**src/rtl/fetch_ctrl.sv**
```systemverilog
// Y86-style instruction fetch: pulls an instruction one byte at a time from a byte-wide
// memory, decodes its length and status, presents it downstream, then waits for the next PC.
module fetch_ctrl #(
    parameter logic [63:0] RESET_PC    = 64'h0,
    parameter int          IMEM_SIZE   = 1024,
    parameter int          MEM_TIMEOUT = 16
) (
    input  logic        clk,
    input  logic        rst_n,
    output logic        imem_req,
    output logic [63:0] imem_addr,
    input  logic [7:0]  imem_rdata,
    input  logic        imem_ack,
    output logic        out_valid,
    input  logic        out_ready,
    output logic [79:0] instr_out,
    output logic [3:0]  icode,
    output logic [3:0]  ifun,
    output logic [3:0]  ilen,
    output logic [63:0] pc_out,
    output logic [63:0] valP,
    output logic [2:0]  stat,
    input  logic        pc_upd_valid,
    input  logic [63:0] pc_upd,
    output logic        busy
);
    typedef enum logic [2:0] {FETCH0, FETCHN, PRESENT, WAIT_PC, HALT, ERR} state_e;

    localparam logic [2:0]  S_AOK = 3'd1, S_HLT = 3'd2, S_ADR = 3'd3, S_INS = 3'd4;
    localparam int          TW    = $clog2(MEM_TIMEOUT + 1);
    localparam logic [63:0] LIMIT = 64'(IMEM_SIZE);

    state_e        state_q, state_d;
    logic [63:0]   pc_q, pc_d, valp_q, valp_d;
    logic [79:0]   instr_q, instr_d;
    logic [3:0]    icode_q, icode_d, ifun_q, ifun_d, ilen_q, ilen_d, idx_q, idx_d;
    logic [2:0]    stat_q, stat_d;
    logic [TW-1:0] to_q, to_d;

    logic [63:0] addr;
    logic        fetching, addr_ok, req, hit, timed_out;
    logic [3:0]  len0;

    function automatic logic [3:0] ilen_of(input logic [3:0] ic);
        case (ic)
            4'h0, 4'h1, 4'h9:       return 4'd1;
            4'h2, 4'h6, 4'hA, 4'hB: return 4'd2;
            4'h7, 4'h8:             return 4'd9;
            4'h3, 4'h4, 4'h5:       return 4'd10;
            default:                return 4'd1;
        endcase
    endfunction

    // Request is combinational so zero-wait memory can ack in the same cycle; gating with
    // rst_n drops it the moment reset is asserted, abandoning any in-flight request.
    assign fetching  = (state_q == FETCH0) || (state_q == FETCHN);
    assign addr      = pc_q + {60'd0, idx_q};
    assign addr_ok   = addr < LIMIT;
    assign req       = rst_n && fetching && addr_ok;
    assign hit       = req && imem_ack;
    assign timed_out = to_q == TW'(MEM_TIMEOUT - 1);
    assign len0      = ilen_of(imem_rdata[7:4]);

    always_ff @(posedge clk) begin
        if (!rst_n) begin
            state_q <= FETCH0;
            pc_q    <= RESET_PC;
            instr_q <= '0;
            icode_q <= '0;
            ifun_q  <= '0;
            ilen_q  <= '0;
            valp_q  <= '0;
            stat_q  <= S_AOK;
            idx_q   <= '0;
            to_q    <= '0;
        end else begin
            state_q <= state_d;
            pc_q    <= pc_d;
            instr_q <= instr_d;
            icode_q <= icode_d;
            ifun_q  <= ifun_d;
            ilen_q  <= ilen_d;
            valp_q  <= valp_d;
            stat_q  <= stat_d;
            idx_q   <= idx_d;
            to_q    <= to_d;
        end
    end

    always_comb begin
        state_d = state_q;
        pc_d    = pc_q;
        instr_d = instr_q;
        icode_d = icode_q;
        ifun_d  = ifun_q;
        ilen_d  = ilen_q;
        valp_d  = valp_q;
        stat_d  = stat_q;
        idx_d   = idx_q;
        to_d    = to_q;
        case (state_q)
            FETCH0, FETCHN: begin
                if (!addr_ok || (!hit && timed_out)) begin
                    state_d = PRESENT;
                    stat_d  = S_ADR;
                    valp_d  = pc_q;
                end else if (hit) begin
                    to_d = '0;
                    if (state_q == FETCH0) begin
                        instr_d[7:0] = imem_rdata;
                        icode_d      = imem_rdata[7:4];
                        ifun_d       = imem_rdata[3:0];
                        ilen_d       = len0;
                        if (imem_rdata[7:4] >= 4'hC) begin
                            state_d = PRESENT;
                            stat_d  = S_INS;
                            valp_d  = pc_q;
                        end else if (len0 == 4'd1) begin
                            state_d = PRESENT;
                            stat_d  = (imem_rdata[7:4] == 4'h0) ? S_HLT : S_AOK;
                            valp_d  = (imem_rdata[7:4] == 4'h0) ? pc_q : pc_q + 64'd1;
                        end else begin
                            state_d = FETCHN;
                            idx_d   = 4'd1;
                        end
                    end else begin
                        for (int k = 1; k < 10; k++)
                            if (idx_q == 4'(k)) instr_d[8*k +: 8] = imem_rdata;
                        if (idx_q == ilen_q - 4'd1) begin
                            state_d = PRESENT;
                            stat_d  = S_AOK;
                            valp_d  = pc_q + {60'd0, ilen_q};
                        end else begin
                            idx_d = idx_q + 4'd1;
                        end
                    end
                end else begin
                    to_d = to_q + TW'(1);
                end
            end
            PRESENT: begin
                if (out_ready) begin
                    case (stat_q)
                        S_AOK:   state_d = WAIT_PC;
                        S_HLT:   state_d = HALT;
                        default: state_d = ERR;
                    endcase
                end
            end
            WAIT_PC: begin
                if (pc_upd_valid) begin
                    state_d = FETCH0;
                    pc_d    = pc_upd;
                    instr_d = '0;
                    icode_d = '0;
                    ifun_d  = '0;
                    ilen_d  = '0;
                    idx_d   = '0;
                    to_d    = '0;
                end
            end
            default: ;
        endcase
    end

    always_comb begin
        imem_req  = req;
        imem_addr = addr;
        out_valid = state_q == PRESENT;
        busy      = !((state_q == WAIT_PC) || (state_q == HALT) || (state_q == ERR));
        instr_out = instr_q;
        icode     = icode_q;
        ifun      = ifun_q;
        ilen      = ilen_q;
        pc_out    = pc_q;
        valP      = valp_q;
        stat      = stat_q;
    end
endmodule

```
**config.mk**
```make
export PLATFORM = sky130hd
export DESIGN_NAME = fetch_ctrl
export DESIGN_NICKNAME = d
export VERILOG_FILES = /design/src/rtl/fetch_ctrl.sv
export SDC_FILE = /design/constraint.sdc
export NUM_CORES = 1
export LEC_CHECK = 0
export CAP_MARGIN = 20
export CORE_AREA = 2 2 141 143
export CTS_CLUSTER_DIAMETER = 120
export DETAILED_ROUTE_END_ITERATION = 12
export DIE_AREA = 0 0 143 145
export DONT_BUFFER_PORTS = 1
export MAX_ROUTING_LAYER = met4
export PLACE_DENSITY = 0.79
export REMOVE_ABC_BUFFERS = 1
export SLEW_MARGIN = 15
export SYNTH_ARGS = -nofsm -noshare
export SYNTH_HDL_FRONTEND = slang
export SYNTH_SLANG_ARGS = --single-unit
```
**constraint.sdc**
```tcl
create_clock -name clk -period 4.6 [get_ports clk]
set_input_delay 0.92 -clock clk [delete_from_list [all_inputs] [get_ports clk]]
set_output_delay 0.92 -clock clk [all_outputs]
set_load 0.02 [all_outputs]
```
; ---- Word-level counts from Yosys, hierarchy flattened
; Memories as Yosys holds them, arrays and structs flattened.
; Index checks and enable logic that the tools add are counted.
[totals]
ff_bits = 235
mem_bits_ro = 48
in_bits = 77
output_inout_bits = 290
word_cells = 164
mem_count = 1
[classes]
n_addsub = 6
magnitude_cmp = 2
eq_ne = 40
mux = 63
n_reduce_logical = 33
[mem_list]
columns = memory, depth, word_bits, rd, rd_clocked_by_memory_dff, wr, line
row1 = (name not given), 16, 3, 1, 0, 0, 45  ; case (ic)
[ops]
columns = op, count
row1 = 64-bit 2-to-1 mux, 7
row2 = 80-bit 2-to-1 mux, 3
row3 = 80-bit one-hot mux with 2 select lines, 1
row4 = 64-bit by 4-bit adder with 64-bit output, 2
row5 = 8-bit 2-to-1 mux, 10
row6 = 72-bit 2-to-1 mux, 1
row7 = 64-bit by 1-bit adder with 64-bit output (second input constant), 1
row8 = 64-bit by 11-bit less-than comparator with 1-bit output (second input constant), 1
row9 = 4-bit 2-to-1 mux, 16
row10 = 6-bit AND reduction, 9
row11 = 3-bit 2-to-1 mux, 12
row12 = 4-bit one-hot mux with 2 select lines, 4
row13 = 2-bit != test (second input constant), 14
row14 = 4-bit by 3-bit equality test with 1-bit output (second input constant), 4
row15 = 5-bit 2-to-1 mux, 3
row16 = 3-bit != test (second input constant), 4
row17 = 5-bit one-hot mux with 2 select lines, 1
row18 = 5-bit AND reduction, 2
row19 = 3-bit by 2-bit equality test with 1-bit output (second input constant), 3
row20 = 3-bit one-hot mux with 3 select lines, 1
row21 = 4-bit by 1-bit equality test with 1-bit output (second input constant), 2
row22 = 4-bit by 2-bit equality test with 1-bit output (second input constant), 2
row23 = 4-bit equality test (second input constant), 2
row24 = 7-bit AND reduction, 1
row25 = other kinds (24), 38

; ---- Depth between registers and ports, before layout
; Gate-level depths: netlist of run 1.
[logic_depth]
word_depth = 10
depth_mapped = 17
depth_no_buf = 13

; ---- Worst setup path after synthesis of run 1
; OpenSTA, ideal clock, no wires.
[synth_timing]
path_kind = register to output
from = register pc_q[0] (netlist: pc_out[0])
to = output imem_req
t_arrival_ns = 3.442
required_time_ns = 3.680
path_slack_ns = 0.238
stages_incl_launch_ff = 14
path_buffers = 1
path_cell_list = dfxtp_1 ha_1 inv_1 fa_1 nor2b_1 o22a_1 clkbuf_1 nand4_2 nor3_1 xor2_1 nor4_1 and4b_1 nand2_2 nor2_1
[synth_between]
elab_chain_cells = 3
[synth_lines]
columns = item, line
row1 = start: declaration, 34  ; logic [63:0] pc_q, pc_d, valp_q, valp_d;
row2 = start signal: assignment, 78  ; pc_q <= pc_d;
row3 = 64-bit by 4-bit adder with 64-bit output, 57  ; assign addr = pc_q + {60'd0, idx_q};
row4 = named net imem_addr[62], 11  ; output logic [63:0] imem_addr,
row5 = 64-bit by 11-bit less-than comparator with 1-bit output, 58  ; assign addr_ok = addr < LIMIT;
row6 = 1-bit logical AND, 59  ; assign req = rst_n && fetching && addr_ok;
row7 = end: declaration, 10  ; output logic imem_req,
; The timed path passes the listed nets, and every way through them passes these cells.

; ---- Final worst setup path of run 1
[layout_timing]
from = register pc_q[1] (netlist: pc_out[1])
to = output imem_req
[layout_between]
elab_chain_cells = 3
[layout_lines]
columns = item, line
row1 = 64-bit by 4-bit adder with 64-bit output, 57
row2 = 64-bit by 11-bit less-than comparator with 1-bit output, 58
row3 = 1-bit logical AND, 59
; Every way passes these cells.

==> out/summary.txt, run 1 <==
status - complete, no violations
depth of the worst register-to-register path - 15
number of buffers added on ports - 0
vias in the first global route - 10,000
drt first pass iters - 7
Cells after DPL - 1,610
highest cell delay on the worst timing path - 0.54 ns
I/O pin total - 367
DRT Wirelength - 39.5 mm
worst slack at placement - -0.0141 ns
async set or reset register ratio after synthesis - 0
Sink Count - 226
NumNets Final - 1,481
setup violators final - 0
number of synthesized register bits - 226
DRC - 0
growth of design area from synthesis to finish - 15.1%
Crit Path Max Fanout - 8
Setup CP Type - reg2out
post-synthesis sequential area ratio - 0.395
clock-pin slew on the worst setup and hold paths - 0.07 ns
count leader, synth - nand2_1
die height - 145 µm
post-DR wirelength/cell - 23.7 µm
Ys Warns - 0
initial DRC count - 828
Max VDD drop - 364 µV
skew final - 0.0157 ns
Static Leak - 5.19 nW
worst flop-to-flop path endpoint - valP[43]
top cell type's share of synthesized area - 0.395
Cell Pwr Density - 439 nW/µm²
Slew HR - 0.297
Worst-Skew Late Latency - 0.53 ns
syn_area_per_cell - 8.38 µm²
Post-DP HPWL - 28.4 mm
Main synth FF type - dfxtp_1
synth unique cells - 83
total congestion overflow - 0
Hold Startpoint - to_q[4]
min-delay worst type - reg2reg
Worst Hold Depth - 2
DRT antenna net count - 0
GRT Overall Usage - 0.364
EDFF count, synth - 0
RePlAce Congestion - 1.03
layout cells sized above 1 - 0.165
CP cell instances - buf_4, ha_4, a21oi_1, a2bb2oi_4, or3_4, or4b_1, o2bb2a_1, nand4_1, nor2_2, nand2_2, nor2_4, buf_4
Via Count - 10,700
area leader, netlist - dfxtp_1
Least-Margin Pin Slew - 1.05 ns
die area - 20,700 µm²
Hold Path End - to_q[4]
Data required, critical path - 3.68 ns
Die W - 143 µm
htree depth - 1
Max Clk Rate - 218 MHz
largest net degree at the start of global routing - 111
clk buf depth - 3
cells after synthesis - 1,366
top cells by area, synth - dfxtp_1, nand2_1, mux2i_1
minimum clock period after layout - 4.60 ns
Core Area - 19,200 µm²
final worst slack - 0.00487 ns
Cell Rows - 51
max cap viols - 0
Setup crit end kind - output pin
Mapped Area - 11,400 µm²
crit start category - register
Slew Limit Fails - 0
hold buffer count at CTS - 0
Worst path slowest cell - or4b_1
post-DR vias/cell - 6.43
initial antenna violation count - 2
CTS root buffer - clkbuf_16
most frequent CP cell - buf_4
final std cells w/o fill - 1,670
worst r2r src - pc_out[1]
CTS tree - done
commonest cells in the netlist - nand2_1, dfxtp_1, a21oi_1
endpoints failing hold - 0
first-pass GRT wire length - 58.2 mm
CTS buffer count - 23
Period Utilization, post-route - 0.999
Initial Utilization - 0.596
fill count - 1,507
R2R setup slack - 0.34 ns
Worst EP arrival - 3.68 ns
power by group:
group          internal, mW  leakage [nW]  switching [mW]
sequential             2.10          1.83           0.278
clock                  1.15         0.378           0.803
combinational         0.491          2.99           0.969
total                  3.74          5.19            2.05
state kept, by name, summed over array words and instances, names as in the netlist:
| name | count |
|---|---|
| valP | 64 |
| ilen | 3 |
| idx_q | 4 |
| state_q | 3 |
| instr_out | 80 |
| stat | 3 |
| to_q | 5 |
| pc_out | 64 |
worst max-delay path: cells and delay by family, from the launching register on:
kind / cells / cell delay (ns)
AOI/OAI and AO/OA: 3 / 0.61
adders and majority gates: 1 / 0.29
buffers and inverters: 2 / 0.34
DFF: 1 / 0.32
and+or+nand+nor: 6 / 1.58
metal layers:
layer  wire (µm)  global-route usage  share of wire
met2       18900               0.586           0.48
met4        1410               0.126          0.036
met3        4300              0.0941           0.11
met1       14900               0.442           0.38
met5           0                   -              0
cells by family after synthesis:
family / share of synthesized area
xor+xnor: 0.0528
other cells: 0.000328
flops: 0.395
compound gates: 0.153
simple gates: 0.243
fa+ha+maj: 0.0199
mux: 0.0771
buf+inv: 0.0587
cell type report:
type / count / area (µm²) / share of cell area
Sequential cell: 226 / 4530 / 0.344
Antenna cell: 2 / 5.00 / 0.000380
Clock buffer: 33 / 643 / 0.0488
Inverter: 19 / 71.3 / 0.00541
Timing Repair Buffer: 120 / 938 / 0.0712
Clock inverter: 8 / 140 / 0.0106
Tap cell: 265 / 332 / 0.0252
Multi-Input combinational cell: 997 / 6520 / 0.495
metrics by stage:
step                      hold WS (ns)  setup TNS [ns]  power (mW)  instance area [µm²]  utilization
after floorplan                  0.443          -21.79        3.27                10800            -
after global placement           0.453           -4.54        3.75                12000        0.624
after detailed placement         0.465          -0.136        3.79                12000        0.624
after CTS                        0.475               0        5.74                13000        0.676
after global routing             0.502         -0.0286        5.99                13200        0.686
final                            0.472               0        5.79                13200        0.686
worst max-delay path by stage:
stage,from,slack [ns],cells past startpoint,endpoint
2_1_floorplan,pc_out[0],-0.52,13,ilen[0]
3_3_place_gp,pc_out[0],-0.06,15,valP[34]
3_5_place_dp,idx_q[0],-0.01,15,instr_out[6]
4_1_cts,pc_out[1],0.02,13,imem_req
5_1_grt,pc_out[1],-0.03,12,imem_req
6_report,pc_out[1],0.005,12,imem_req
layout by cell type, fill, tap and decap left out, drive strengths merged, types with 33 or more instances in the layout:
| cell type | instances |
|---|---|
| nand3 | 53 |
| dfxtp | 226 |
| a21oi | 91 |
| nand2 | 277 |
| a22o | 55 |
| buf | 120 |
| nand4 | 47 |
| xnor2 | 37 |
| o21ai | 34 |
| mux2i | 87 |
| nor2 | 51 |
| clkbuf | 33 |
what timing repair did:
item,4_1_cts,5_1_grt
endpoints found under the setup margin,71,1
buffers inserted,10,7
gates resized for setup,27,27
pin swaps,8,11
Note: power is estimated with default switching activity, not from simulation.
==> run 2: changes to the inputs <==
HOLD_SLACK_MARGIN = 0.1   (was default)
SLEW_MARGIN = 20   (was 15)
==> results of run 2 <==
No change in the layout: final DEF, timing and power equal those of run 1.
